File: config.mk
export PLATFORM = sky130hd
export DESIGN_NAME = multi_channel_sensor_sequencer
export DESIGN_NICKNAME = d
export VERILOG_FILES = /design/src/rtl/multi_channel_sensor_sequencer.sv
export SDC_FILE = /design/constraint.sdc
export NUM_CORES = 1
export LEC_CHECK = 0
export CELL_PAD_IN_SITES_DETAIL_PLACEMENT = 0
export CELL_PAD_IN_SITES_GLOBAL_PLACEMENT = 1
export CORE_MARGIN = 8
export CORE_UTILIZATION = 42
export DETAILED_ROUTE_END_ITERATION = 16
export HOLD_SLACK_MARGIN = 0.15
export PLACE_DENSITY_LB_ADDON = 0.1
export SYNTH_ARGS = -nofsm -noshare
export SYNTH_HDL_FRONTEND = slang
export SYNTH_SLANG_ARGS = --single-unit
File: constraint.sdc
create_clock -name clk -period 2.7 [get_ports clk]
set_input_delay 0.405 -clock clk [delete_from_list [all_inputs] [get_ports clk]]
set_output_delay 0.405 -clock clk [all_outputs]
set_load 0.01 [all_outputs]
File: src/rtl/multi_channel_sensor_sequencer.sv
// -----------------------------------------------------------------------------
// multi_channel_sensor_sequencer
//
// Sequences up to NUM_CHANNELS sensor front ends that share one ADC. For each
// channel selected in the captured mask (ascending order) it enables the
// sensor and ADC, waits SETTLE_CYCLES, then takes 2^k samples
// (read pulse + wait for conversion). It averages them by a truncating right
// shift and presents one result per channel.
//
// Ports
//   clk, rst_n                 clock, asynchronous active-low reset
//   i_start, i_abort           sequence control (abort wins over start)
//   i_channel_mask             channels to measure, captured on start
//   i_channel_config           per-channel sensor config, captured on start
//   i_oversample_log2          k, captured on start, clamped to MAX_OS_LOG2
//   o_busy, o_done             not-idle flag, end-of-sequence pulse
//   o_result_*                 one-cycle result per measured channel
//   o_sens_config/enable/read  sensor pad controls for the active channel
//   o_adc_enable, o_adc_read   ADC controls
//   i_adc_conversion_complete  ADC sample ready, i_adc_value is its data
// -----------------------------------------------------------------------------
module multi_channel_sensor_sequencer #(
  parameter int NUM_CHANNELS   = 4,
  parameter int CONFIG_WIDTH   = 3,
  parameter int ADC_WIDTH      = 16,
  parameter int MAX_OS_LOG2    = 4,
  parameter int SETTLE_CYCLES  = 16,
  parameter int TIMEOUT_CYCLES = 1024,
  localparam int CH_W = (NUM_CHANNELS > 1) ? $clog2(NUM_CHANNELS) : 1,
  localparam int K_W  = (MAX_OS_LOG2 > 0) ? $clog2(MAX_OS_LOG2 + 1) : 1
) (
  input  logic                                 clk,
  input  logic                                 rst_n,
  input  logic                                 i_start,
  input  logic                                 i_abort,
  input  logic [NUM_CHANNELS-1:0]              i_channel_mask,
  input  logic [NUM_CHANNELS*CONFIG_WIDTH-1:0] i_channel_config,
  input  logic [K_W-1:0]                       i_oversample_log2,
  output logic                                 o_busy,
  output logic                                 o_done,
  output logic                                 o_result_valid,
  output logic [CH_W-1:0]                      o_result_channel,
  output logic [ADC_WIDTH-1:0]                 o_result_value,
  output logic                                 o_result_timeout,
  output logic [CONFIG_WIDTH-1:0]              o_sens_config,
  output logic [NUM_CHANNELS-1:0]              o_sens_enable,
  output logic [NUM_CHANNELS-1:0]              o_sens_read,
  output logic                                 o_adc_enable,
  output logic                                 o_adc_read,
  input  logic                                 i_adc_conversion_complete,
  input  logic [ADC_WIDTH-1:0]                 i_adc_value
);

  localparam int ACC_W = ADC_WIDTH + MAX_OS_LOG2;
  localparam int CNT_W = MAX_OS_LOG2 + 1;
  localparam int ST_W  = (SETTLE_CYCLES > 1) ? $clog2(SETTLE_CYCLES + 1) : 1;
  localparam int WT_W  = (TIMEOUT_CYCLES > 1) ? $clog2(TIMEOUT_CYCLES + 1) : 1;

  typedef enum logic [2:0] {
    S_IDLE, S_NEXT, S_SETTLE, S_READ, S_CONVERT, S_RESULT
  } state_t;

  state_t                           r_state;
  state_t                           w_next_state;
  logic [NUM_CHANNELS-1:0]          r_pending;
  logic [NUM_CHANNELS*CONFIG_WIDTH-1:0] r_config;
  logic [K_W-1:0]                   r_k;
  logic [CH_W-1:0]                  r_ch;
  logic [ST_W-1:0]                  r_settle_cnt;
  logic [WT_W-1:0]                  r_wait_cnt;
  logic [CNT_W-1:0]                 r_sample_cnt;
  logic [ACC_W-1:0]                 r_acc;
  logic                             r_timeout;
  logic                             r_done;

  logic                             w_found;
  logic [CH_W-1:0]                  w_sel;
  logic                             w_settle_done;
  logic                             w_timeout_hit;
  logic                             w_sample_end;
  logic                             w_last_sample;
  logic [CNT_W-1:0]                 w_target;
  logic [CONFIG_WIDTH-1:0]          w_cfg;

  // k above the supported maximum is silently limited.
  function automatic logic [K_W-1:0] clamp_k(input logic [K_W-1:0] k);
    if (k > K_W'(MAX_OS_LOG2)) return K_W'(MAX_OS_LOG2);
    return k;
  endfunction

  // Average of 2^k samples: plain truncating shift, no rounding.
  function automatic logic [ADC_WIDTH-1:0] avg_trunc(input logic [ACC_W-1:0] acc,
                                                     input logic [K_W-1:0]   k);
    return ADC_WIDTH'(acc >> k);
  endfunction

  // Lowest pending channel wins: scan downward so the last hit is the lowest.
  always_comb begin
    w_found = 1'b0;
    w_sel   = '0;
    for (int i = NUM_CHANNELS - 1; i >= 0; i--) begin
      if (r_pending[i]) begin
        w_found = 1'b1;
        w_sel   = CH_W'(i);
      end
    end
  end

  always_comb begin
    w_cfg = '0;
    for (int i = 0; i < NUM_CHANNELS; i++) begin
      if (r_ch == CH_W'(i)) w_cfg = r_config[i*CONFIG_WIDTH +: CONFIG_WIDTH];
    end
  end

  assign w_settle_done = (r_settle_cnt == ST_W'(SETTLE_CYCLES - 1));
  assign w_timeout_hit = (r_wait_cnt == WT_W'(TIMEOUT_CYCLES - 1));
  assign w_sample_end  = i_adc_conversion_complete || w_timeout_hit;
  assign w_target      = CNT_W'(1) << r_k;
  assign w_last_sample = ((r_sample_cnt + CNT_W'(1)) == w_target);

  // State register
  always_ff @(posedge clk or negedge rst_n) begin
    if (!rst_n) r_state <= S_IDLE;
    else        r_state <= w_next_state;
  end

  // Next-state logic
  always_comb begin
    w_next_state = r_state;
    case (r_state)
      S_IDLE:    if (i_start && !i_abort) w_next_state = S_NEXT;
      S_NEXT:    w_next_state = w_found ? S_SETTLE : S_IDLE;
      S_SETTLE:  if (w_settle_done) w_next_state = S_READ;
      S_READ:    w_next_state = S_CONVERT;
      S_CONVERT: if (w_sample_end) w_next_state = w_last_sample ? S_RESULT : S_READ;
      S_RESULT:  w_next_state = S_NEXT;
      default:   w_next_state = S_IDLE;
    endcase
    if (r_state != S_IDLE && i_abort) w_next_state = S_IDLE;
  end

  // Sequence bookkeeping: capture, channel selection, counters, accumulator
  always_ff @(posedge clk or negedge rst_n) begin
    if (!rst_n) begin
      r_pending    <= '0;
      r_config     <= '0;
      r_k          <= '0;
      r_ch         <= '0;
      r_settle_cnt <= '0;
      r_wait_cnt   <= '0;
      r_sample_cnt <= '0;
      r_acc        <= '0;
      r_timeout    <= 1'b0;
      r_done       <= 1'b0;
    end else begin
      r_done <= (r_state == S_NEXT) && !w_found && !i_abort;
      case (r_state)
        S_IDLE: begin
          if (i_start && !i_abort) begin
            r_pending <= i_channel_mask;
            r_config  <= i_channel_config;
            r_k       <= clamp_k(i_oversample_log2);
          end
        end
        S_NEXT: begin
          if (w_found) begin
            r_ch             <= w_sel;
            r_pending[w_sel] <= 1'b0;
            r_settle_cnt     <= '0;
            r_sample_cnt     <= '0;
            r_acc            <= '0;
            r_timeout        <= 1'b0;
          end
        end
        S_SETTLE: r_settle_cnt <= r_settle_cnt + ST_W'(1);
        S_READ:   r_wait_cnt   <= '0;
        S_CONVERT: begin
          if (i_adc_conversion_complete) begin
            r_acc        <= r_acc + ACC_W'(i_adc_value);
            r_sample_cnt <= r_sample_cnt + CNT_W'(1);
          end else if (w_timeout_hit) begin
            // A lost conversion contributes zero but flags the channel.
            r_timeout    <= 1'b1;
            r_sample_cnt <= r_sample_cnt + CNT_W'(1);
          end else begin
            r_wait_cnt   <= r_wait_cnt + WT_W'(1);
          end
        end
        default: ;
      endcase
    end
  end

  // Outputs decode registered state only, so no input reaches an output
  always_comb begin
    o_busy           = (r_state != S_IDLE);
    o_done           = r_done;
    o_result_valid   = 1'b0;
    o_result_channel = '0;
    o_result_value   = '0;
    o_result_timeout = 1'b0;
    o_sens_config    = '0;
    o_sens_enable    = '0;
    o_sens_read      = '0;
    o_adc_enable     = 1'b0;
    o_adc_read       = 1'b0;
    if (r_state == S_SETTLE || r_state == S_READ ||
        r_state == S_CONVERT || r_state == S_RESULT) begin
      o_sens_enable = NUM_CHANNELS'(1) << r_ch;
      o_sens_config = w_cfg;
      o_adc_enable  = 1'b1;
    end
    if (r_state == S_READ) begin
      o_sens_read = NUM_CHANNELS'(1) << r_ch;
      o_adc_read  = 1'b1;
    end
    if (r_state == S_RESULT) begin
      o_result_valid   = 1'b1;
      o_result_channel = r_ch;
      o_result_value   = avg_trunc(r_acc, r_k);
      o_result_timeout = r_timeout;
    end
  end

endmodule

Yosys cells after proc, flatten, opt, wreduce, memory -nomap -nowiden:

Cells that the tools add are included.
Widths: inputs -> output; s select.

* register bits after elaboration: 67
* input port bits: 40
* output and inout bits: 35
* logic and storage cells: 124

* add/sub/neg operators: 4
* magnitude comparators: 3
* eq/ne operators: 21
* shift operators: 3
* mux-type cells: 53
* bitwise gates (word level): 2
* reductions and logical operators: 27

Operators by type and width (count)
* $mux 20: 2
* $pmux 20 s2: 1
* $mux 3: 12
* $mux 11: 2
* $pmux 11 s2: 1
* $add 20x16->20: 1
* $pmux 5 s2: 2
* $shr 20x3->16: 1
* $pmux 3 s6: 1
* $mux 16: 1
* $mux 4: 4
* $mux 1: 15
* $mux 5: 3
* $reduce_and 3->1: 5
* $mux 2: 6
* $ne 2x2->1 const B: 6
* $ne 3x3->1 const B: 4
* $add 11x1->11 const B: 1
* $eq 11x10->1 const B: 1
* $add 5x1->5 const B: 2
* $pmux 4 s2: 1
* $reduce_bool 2->1: 4
* $eq 3x2->1 const B: 2
* $eq 3x3->1 const B: 2
* other kinds (22): 33

Logic depth before layout (Yosys ltp):

Gate-level depths: netlist of the first run.

* depth after elaboration: 12
* gate-level depth with buffers: 8
* gate-level depth less buffers: 8

Worst setup path before layout of the first run:

OpenSTA, ideal clock, no wires.

* path type: input-to-reg
* from: in i_adc_value[0]
* to: reg r_acc[12]
* library setup time: 0.132 ns
* data arrival time: 2.036 ns
* required time: 2.568 ns
* path slack: 0.532 ns
* stages: 8
* buffers on the path: 0
* cells stage by stage: ha_1 fa_1 a21o_1 a221oi_2 o211ai_1 a21oi_1 xor2_1 o21ai_1

* cells in the longest elaborated chain, start to end: 3

RTL lines
* start: declaration: RTL line 51 `input logic [ADC_WIDTH-1:0] i_adc_value`
* $add 20x16->20: RTL line 180 `r_acc <= r_acc + ACC_W'(i_adc_value);`
* $mux 20: RTL line 179 `if (i_adc_conversion_complete) begin`
* $pmux 20 s2: RTL line 158 `case (r_state)`
* end signal: assignment: RTL line 180
* end: declaration: RTL line 72 `logic [ACC_W-1:0] r_acc;`

Every way passes these cells. The select of a mux whose other input is x is not followed.
A chain may end at the register's enable or synchronous reset.

Worst setup path after layout of the first run:

* from: reg r_k[0]
* to: out o_result_value[12]

* cells in the longest elaborated chain, start to end: 2

RTL lines
* start: declaration: RTL line 67 `logic [K_W-1:0] r_k;`
* start signal: assignment: RTL line 163 `r_k <= clamp_k(i_oversample_log2);`
* $shr 20x3->16: RTL line 94 `return ADC_WIDTH'(acc >> k);`
* $mux 16: RTL line 218 `if (r_state == S_RESULT) begin`
* end: declaration: RTL line 43 `output logic [ADC_WIDTH-1:0] o_result_value,`

Every way passes these cells.

==> results_dict.tcl, run 1 <==
set metrics [dict create \
    switching_share 0.387 \
    cts.htree.levels 3 \
    min_period_ns 2.62 \
    gr-total-overflow 0 \
    cts_buffers 9 \
    max_freq_ghz 0.381 \
    power_frac_comb 0.437 \
    drive_gt1_frac 0.113 \
    p_clk_frac 0.242 \
    critPathCaptureType "primary output" \
    timing.hold.ws_ns 0.471 \
    clk_pin_slew_ns 0.06 \
    place_congestion 0.829 \
    layout_common_cells "nand2_1 (93), clkdlybuf4s50_1 (72), dfrtp_1 (66)" \
    nets 691 \
    die_width_um 124 \
    post_synth_fa_ha_maj_area_fraction 0.0553 \
    ys_ff_latch 67 \
    rsz0062_at_grt "true" \
    grt_max_degree 68 \
    final.setup.tns_ns 0 \
    switching_power_mw 1.92 \
    power.internal_mw 3.04 \
    core-area_um2 11400 \
    syn_inst 557 \
    port_buffers 74 \
    cts_buffer_depth 2 \
    cts_root_buffer "clkbuf_16" \
    syn_area_per_cell_um2 8.78 \
    drcViolationCount 0 \
    synth_top_family_by_area "simple AND/OR/NAND/NOR gates" \
    vias_per_cell 5.61 \
    die-area_um2 15400 \
    synth_compound_area_frac 0.135 \
    avgRoutedWirePerCell_um 17.1 \
    drt_first_pass_iters 4 \
    track_usage 0.181 \
    synth_area_um2 4890 \
    pwr-share-seq 0.321 \
    diodes 0 \
    rows 39 \
    routed_wl_um 13300 \
    tightest_slew_ns 0.735 \
    p_leak_nw 2.70 \
    yosysSeqAreaShare 0.343 \
    cts_setup_buffers 0 \
    fin_skew_ns 0.00723 \
    use_met3 0.0376 \
    die_h_um 124 \
    utilization 0.543 \
    pin_count 75 \
    hpwlAfterDp_um 9920 \
    synthDistinctLibCells 60 \
    relSlewSlack 0.510 \
    grt_pass1_vias 4338 \
    syn2layout_area_growth_pct 26.1 \
    finalCritPeriodShare 0.972 \
    vias 4363 \
    antenna_left 0 \
    synth-async-reset-ratio 1.00 \
    cp.required_ns 2.30 \
    power.total_mw 4.97 \
    crit_arrival_ns 2.22 \
    antenna_found_initial 0 \
    clock-sinks 67 \
    grt_util_met1 0.246 \
    cts_tree "built" \
    crit_fanout 27 \
    setup_viol_count_final 0 \
    hp-class "register to register" \
    powerDensity_nw_per_um2 805 \
    vdd_drop_max_mv 0.436 \
    worst_slack_ns 0.0758 \
    synth_xor_area_frac 0.0430 \
    clk_latency_ns 0.34 \
    synthMuxAreaShare 0.133 \
    first_iter_violations 299 \
    synth_ff_type "dfrtp_1" \
    synthesis.nets 618 \
    yosys.area_share.simple 0.256 \
    final_max_slew_viol_count 0 \
    hold_viol 0 \
    synth_edf_count 0 \
    run_status "finished, final reports clean" \
    busiest_layer "met2" \
    critPathLaunchType "register" \
    initial_utilization 0.430 \
    critPathKind "register to primary output" \
    grt_pass1_wl_um 22100 \
    ys_warn_count 0 \
    layout_commonest_cell "nand2_1" \
    cap_violations 0 \
    use_met2 0.287 \
    pre_cts_slack_ns 0.0358 \
]
[stage by stage]
stage / cells / instance area [um^2]
2_1_floorplan: 557 / 4890
3_3_place_gp: 761 / 5850
3_5_place_dp: 761 / 5850
4_1_cts: 778 / 6160
5_1_grt: 778 / 6170
6_report: 778 / 6170
[final timing paths]
kind	startpoint	to	slack (ns)	cells past startpoint
worst max-delay path	r_k[0]$_DFFE_PN0P_	o_result_value[12]	0.08	5
worst min-delay path	r_config[11]$_DFFE_PN0P_	r_config[11]$_DFFE_PN0P_	0.47	2
worst max register to register	r_acc[0]$_DFFE_PN0P_	r_acc[12]$_DFFE_PN0P_	0.45	9
worst min register to register	r_config[11]$_DFFE_PN0P_	r_config[11]$_DFFE_PN0P_	0.47	2
max in group asynchronous	rst_n	r_state[0]$_DFFE_PN0P_	1.74	3
min in group asynchronous	rst_n	r_acc[2]$_DFFE_PN0P_	0.62	3
[power groups by stage]
| stage | clock network [mW] | registers (mW) | logic, mW |
|---|---|---|---|
| floorplan | 0 | 1.45 | 1.65 |
| global route | 1.26 | 1.64 | 2.40 |
| detailed placement | 0 | 1.61 | 2.18 |
| global placement | 0 | 1.59 | 2.13 |
| CTS | 1.23 | 1.59 | 2.18 |
| finish | 1.20 | 1.59 | 2.17 |
[critical path, stage by stage, from the launching register on]
cell,delay [ns]
dfrtp_1,0.37
buf_12,0.20
mux4_2,0.53
mux2i_1,0.22
nor2_1,0.07
clkdlybuf4s50_1,0.48
[kinds of logic after synthesis]
logic type	Yosys count
AND/OR/NAND/NOR	255
AO/OA/AOI/OAI	107
flip-flops	67
buffers and inverters	42
multiplexers	41
XOR/XNOR	24
adder cells (fa/ha/maj)	21
[cells in the mapped netlist, types with 3 or more instances]
cell type	instances	area, um^2
nand2_1	93	349
dfrtp_1	67	1680
nor2_1	58	218
nand3_1	32	160
o21ai_1	27	135
a21oi_1	26	130
mux2i_1	22	220
clkbuf_1	20	75.1
ha_1	20	250
mux4_2	19	428
o21ai_0	13	65.1
xor2_1	13	114
and3_1	12	75.1
buf_2	12	60.1
xnor2_1	11	96.3
a21o_1	9	67.6
inv_1	7	26.3
nor2b_1	7	43.8
nand2b_1	6	37.5
nand4_1	5	31.3
nor3_1	5	25.0
nor3b_1	5	37.5
or3_1	5	31.3
nand3b_1	4	30.0
o211ai_1	4	30.0
o21a_1	4	30.0
a211o_1	3	26.3
a211oi_1	3	22.5
and2_1	3	18.8
or3b_1	3	26.3
[timing repair]
item,CTS,global route
endpoints found under the hold margin,67,0
setup endpoints to repair,0,4
hold buffers,1,0
gates resized for setup,0,2
[layer usage]
metal	vias to the layer above	share of wire	routed length, um
met5	-	0	0
met4	0	0.014	183
met3	17	0.036	479
met2	88	0.47	6320
met1	2118	0.48	6360
li1	2140	-	-
[sequential cells by signal, indices dropped and copies added (netlist names)]
signal,cells
r_acc,20
o_done,1
r_timeout,1
r_config,12
r_state,3
r_sample_cnt,5
r_wait_cnt,11
r_ch,2
r_settle_cnt,5
r_pending,4
r_k,3
[final cells by class]
class | count | area (um^2)
inverters | 8 | 30.0
multi-input cells | 448 | 3050
well taps | 143 | 179
repair buffers | 96 | 931
flip-flops and latches | 67 | 1680
clock buffers | 10 | 239
fillers | 1060 | 5200
clock inverters | 6 | 65.1
Note: power is estimated with default switching activity, not from simulation.
==> run 2, diff against run 1 <==
--- a/config.mk
+++ b/config.mk
@@ -7,6 +7,7 @@
 export LEC_CHECK = 0
 export CELL_PAD_IN_SITES_DETAIL_PLACEMENT = 0
 export CELL_PAD_IN_SITES_GLOBAL_PLACEMENT = 1
+export CORE_ASPECT_RATIO = 1.4
 export CORE_MARGIN = 8
 export CORE_UTILIZATION = 42
 export DETAILED_ROUTE_END_ITERATION = 16
==> run 2 against run 1 <==
Compared with the run above:
- count of clock-buffer cells in the layout fell by 1
- fmax rose by 0.42%
- clock skew barely moved
- combinational power barely moved
- largest power group unchanged
==> results_dict.tcl, run 2 (synthesis results as in run 1) <==
set metrics [dict create \
    run_status "finished, final reports clean" \
    port_buffers 74 \
    power_frac_comb 0.434 \
    antenna_found_initial 0 \
    p_leak_nw 2.83 \
    core-area_um2 11300 \
    final_max_slew_viol_count 0 \
    max_freq_ghz 0.383 \
    largest_reg_flops 20 \
    top_register "r_acc" \
    grt_pass1_wl_um 21700 \
    clk_latency_ns 0.33 \
    place_congestion 0.817 \
    initial_utilization 0.431 \
    final.setup.tns_ns 0 \
    hpwlAfterDp_um 10100 \
    cp_num_buf_inv 2 \
    crit_fanout 14 \
    tightest_slew_ns 0.722 \
    pin_count 75 \
    layout_commonest_cell "nand2_1" \
    vias_per_cell 5.68 \
    powerDensity_nw_per_um2 803 \
    cts_buffers 9 \
    vias 4402 \
    power.total_mw 4.97 \
    critPathLaunchType "register" \
    drcViolationCount 0 \
    nFillCells 1023 \
    critPathTopFamily "multiplexers" \
    syn2layout_area_growth_pct 26.5 \
    critical_path.cell_chain "buf_12 > mux4_2 > mux2i_1 > nor2_1 > clkdlybuf4s50_1" \
    layout_common_cells "nand2_1 (92), clkdlybuf4s50_1 (64), dfrtp_1 (63)" \
    diodes 0 \
    setup_viol_count_final 0 \
    nets 687 \
    drive_gt1_frac 0.116 \
    cts_buffer_depth 2 \
    fin_skew_ns 0.00707 \
    first_iter_violations 157 \
    place_inst 756 \
    crit_arrival_ns 2.21 \
    cp.required_ns 2.30 \
    hold_viol 0 \
    gr-total-overflow 0 \
    clk_pin_slew_ns 0.06 \
    track_usage 0.176 \
    clock-sinks 67 \
    p_clk_frac 0.235 \
    routed_wl_um 13400 \
    min_period_ns 2.61 \
    antenna_left 0 \
    switching_share 0.383 \
    grt_max_degree 42 \
    crit_slowest_cell "mux4_2" \
    relSlewSlack 0.515 \
    cts.htree.levels 3 \
    vdd_drop_max_mv 0.296 \
    max_stage_delay_ns 0.54 \
    die-area_um2 15400 \
    grt_pass1_vias 4346 \
    critPathKind "register to primary output" \
    pwr-share-seq 0.331 \
    die_h_um 144 \
    finalCritPeriodShare 0.968 \
    critPathCaptureType "primary output" \
    cts_root_buffer "clkbuf_16" \
    rows 46 \
    hp-class "register to register" \
    die_width_um 107 \
    regArea_um2 1680 \
    switching_power_mw 1.90 \
    drt_first_pass_iters 4 \
    cts_tree "built" \
    cap_violations 0 \
    layout.cells.non_filler 775 \
    top_regs "r_acc: 20 flops, r_config: 12 flops, r_wait_cnt: 11 flops" \
    power.internal_mw 3.06 \
    multi_input_area_um2 3050 \
    avgRoutedWirePerCell_um 17.3 \
]
==> run 2: layer usage <==
| metal | vias to the layer above | share of wire | global-route usage |
|---|---|---|---|
| met1 | 2135 | 0.41 | 0.197 |
| met2 | 106 | 0.52 | 0.322 |
| met4 | 0 | 0.022 | 0.0654 |
| met5 | - | 0 | 0 |
| met3 | 16 | 0.047 | 0.0332 |
| li1 | 2145 | - | - |
==> run 2: area by class of cell <==
class,instances,share of cell area
flip-flops and latches,67,0.272
clock buffers,9,0.0364
well taps,144,0.0291
clock inverters,7,0.0111
inverters,8,0.00485
multi-input cells,448,0.493
repair buffers,92,0.154
==> run 2: worst reg2reg max path, cell delays in order (launching register included) <==
cell and delay [ns]:
dfrtp_1 0.41, ha_1 0.22, fa_1 0.41, a21o_1 0.19, a221oi_2 0.20, buf_4 0.18
o21a_1 0.21, nand2b_1 0.15, a221oi_1 0.08, o211ai_1 0.11
==> run 2: path summary, 6_finish.rpt <==
| check | start | end | slack (ns) | cells after the start |
|---|---|---|---|---|
| min in group asynchronous | rst_n | r_wait_cnt[6]$_DFFE_PN0P_ | 0.64 | 2 |
| setup reg to reg | r_acc[0]$_DFFE_PN0P_ | r_acc[18]$_DFFE_PN0P_ | 0.44 | 9 |
| hold reg to reg | r_config[5]$_DFFE_PN0P_ | r_config[5]$_DFFE_PN0P_ | 0.47 | 2 |
| setup / recovery | r_k[0]$_DFFE_PN0P_ | o_result_value[8] | 0.09 | 5 |
| hold / removal | r_config[5]$_DFFE_PN0P_ | r_config[5]$_DFFE_PN0P_ | 0.47 | 2 |
| max in group asynchronous | rst_n | r_k[0]$_DFFE_PN0P_ | 1.39 | 3 |
==> run 2: through the flow <==
stage	hold WS (ns)	setup WS, ns	utilization	area [um^2]
after floorplan	0.109	0.532	-	4890
after global placement	0.453	0.0182	0.512	5810
after detailed placement	0.457	0.0216	0.512	5810
after CTS	0.471	0.00712	0.539	6110
after global routing	0.508	-0.00407	0.546	6190
final	0.472	0.0869	0.546	6190
==> run 2: timing repair <==
| item | in CTS | in global routing |
|---|---|---|
| gates resized for setup | 0 | 15 |
| setup buffers | 0 | 1 |
| setup endpoints to repair | 0 | 18 |
| hold buffers | 1 | 0 |
| hold endpoints to repair | 26 | 0 |
==> run 2: power by group through the flow <==
stage                     clock network, mW  registers, mW  logic [mW]
final                                  1.16           1.65        2.16
after global routing                   1.22           1.70        2.41
after CTS                              1.18           1.64        2.11
after detailed placement                  0           1.65        2.09
after global placement                    0           1.64        2.06
after floorplan                           0           1.45        1.65
==> run 3, diff against run 2 <==
--- a/config.mk
+++ b/config.mk
@@ -12,7 +12,7 @@
 export CORE_UTILIZATION = 42
 export DETAILED_ROUTE_END_ITERATION = 16
 export HOLD_SLACK_MARGIN = 0.15
-export PLACE_DENSITY_LB_ADDON = 0.1
+export PLACE_DENSITY = 0.84
 export SYNTH_ARGS = -nofsm -noshare
 export SYNTH_HDL_FRONTEND = slang
 export SYNTH_SLANG_ARGS = --single-unit
==> run 3 against run 2 <==
Compared with the run above:
- wire length up 0.51%
- count of clock-buffer cells in the layout unchanged
- non-clock buffer count is the same
- critical path depth unchanged
- cell area is 0.49% higher
- sequential power about the same
==> results_dict.tcl, run 3 (synthesis results as in run 1) <==
set metrics [dict create \
    run_status "finished, final reports clean" \
    post-route-cell-area_um2 6220 \
    die_width_um 107 \
    initial_utilization 0.431 \
    clock-sinks 67 \
    cts_buffers 9 \
    top_layer_used "met4" \
    hold_viol 0 \
    core-area_um2 11300 \
    syn2layout_area_growth_pct 27.1 \
    switching_share 0.389 \
    die_h_um 144 \
    cts_buffer_depth 2 \
    rows 46 \
    place_congestion 0.903 \
    drcViolationCount 0 \
    top_regs "r_acc: 20 flops, r_config: 12 flops, r_wait_cnt: 11 flops" \
    place_inst 756 \
    clk_pin_slew_ns 0.06 \
    power.total_mw 5.05 \
    cts_root_buffer "clkbuf_16" \
    hp-class "register to register" \
    vias_per_cell 5.75 \
    hpwlAfterDp_um 9890 \
    antenna_found_initial 0 \
    power.internal_mw 3.08 \
    max_freq_ghz 0.372 \
    setup_viol_count_final 0 \
    cp_num_buf_inv 2 \
    final_max_slew_viol_count 0 \
    cts.htree.levels 3 \
    clk_latency_ns 0.34 \
    pre_cts_slack_ns -0.00547 \
    critPathCaptureType "primary output" \
    pwr-share-seq 0.324 \
    port_buffers 74 \
    drive_gt1_frac 0.120 \
    die-area_um2 15400 \
    routed_wl_um 13500 \
    reg2reg_setup_slack_ns 0.42 \
    switching_power_mw 1.97 \
    gr-total-overflow 0 \
    power_frac_comb 0.441 \
    crit_slowest_cell "mux4_2" \
    powerDensity_nw_per_um2 812 \
    worst_slack_ns 0.0153 \
    crit_arrival_ns 2.28 \
    nets 687 \
    relSlewSlack 0.498 \
    critical_path.cell_chain "buf_12 > mux4_2 > mux2i_1 > nor2_1 > clkdlybuf4s50_1" \
    avgRoutedWirePerCell_um 17.4 \
    crit_fanout 7 \
    diodes 0 \
    wl_met3_um 661 \
    layout_common_cells "nand2_1 (92), dfrtp_1 (65), clkdlybuf4s50_1 (64)" \
    rsz0062_at_grt "true" \
    pin_count 75 \
    fin_skew_ns 0.00515 \
    grt_max_degree 68 \
    first_iter_violations 168 \
    min_period_ns 2.68 \
    p_leak_nw 2.83 \
    dpl_cell_area_um2 5810 \
    utilization 0.548 \
    grt_pass1_vias 4460 \
    critPathTopFamily "multiplexers" \
    cts_tree "built" \
    cap_violations 0 \
    vdd_drop_max_mv 0.392 \
    critPathKind "register to primary output" \
    track_usage 0.176 \
    grt_pass1_wl_um 21700 \
    largest_reg_flops 20 \
    cp.required_ns 2.30 \
    drt_first_pass_iters 4 \
    layout.cells.non_filler 775 \
    critPathLaunchType "register" \
    top_register "r_acc" \
    wl_met2_um 6830 \
    max_stage_delay_ns 0.53 \
    antenna_left 0 \
    layout_commonest_cell "nand2_1" \
    vias 4456 \
    wl_met1_um 5570 \
    tightest_slew_ns 0.753 \
    finalCritPeriodShare 0.994 \
    p_clk_frac 0.235 \
]
run 3: routing by layer:
metal / global-route usage / up-vias
li1: - / 2136
met1: 0.202 / 2164
met2: 0.306 / 127
met3: 0.0372 / 29
met4: 0.0796 / 0
met5: 0 / -
run 3: repair_timing:
item                                    CTS  global route
resized for setup                         1            17
cloned                                    0             2
hold endpoints to repair                 67             0
setup buffers                             0             0
endpoints found under the setup margin    1             9
hold buffers                              1             0
run 3: layout make-up:
class | instances | area (um^2)
clock buffer | 9 | 225
clock inverter | 7 | 76.3
fill | 1050 | 5120
inverter | 8 | 30.0
multi-input combinational | 448 | 3070
sequential | 67 | 1680
tap | 144 | 180
timing repair buffer | 92 | 956
run 3: path summary, 6_finish.rpt:
path | cells past startpoint | end | from
worst max-delay path | 5 | o_result_value[3] | r_k[0]$_DFFE_PN0P_
worst min-delay path | 2 | r_config[10]$_DFFE_PN0P_ | r_config[10]$_DFFE_PN0P_
worst max register to register | 9 | r_acc[18]$_DFFE_PN0P_ | r_acc[0]$_DFFE_PN0P_
worst min register to register | 2 | r_config[10]$_DFFE_PN0P_ | r_config[10]$_DFFE_PN0P_
max in group asynchronous | 3 | r_k[0]$_DFFE_PN0P_ | rst_n
min in group asynchronous | 3 | r_wait_cnt[7]$_DFFE_PN0P_ | rst_n
run 3: through the flow:
| step | setup TNS, ns | hold slack, ns |
|---|---|---|
| 6_report | 0 | 0.475 |
| 5_1_grt | -0.0989 | 0.507 |
| 4_1_cts | 0 | 0.476 |
| 3_5_place_dp | -0.00856 | 0.453 |
| 3_3_place_gp | 0 | 0.453 |
| 2_1_floorplan | 0 | 0.109 |
run 3: power groups by stage:
stage | combinational (mW) | sequential [mW] | clock, mW
finish | 2.23 | 1.63 | 1.19
global route | 2.45 | 1.68 | 1.26
CTS | 2.13 | 1.61 | 1.21
detailed placement | 2.11 | 1.63 | 0
global placement | 2.06 | 1.61 | 0
floorplan | 1.65 | 1.45 | 0
run 3: tightest hold or removal path, cell delays in order, from the launching register on:
cell and delay [ns]:
dfrtp_1 0.34, nand2_1 0.05, nand2_1 0.05
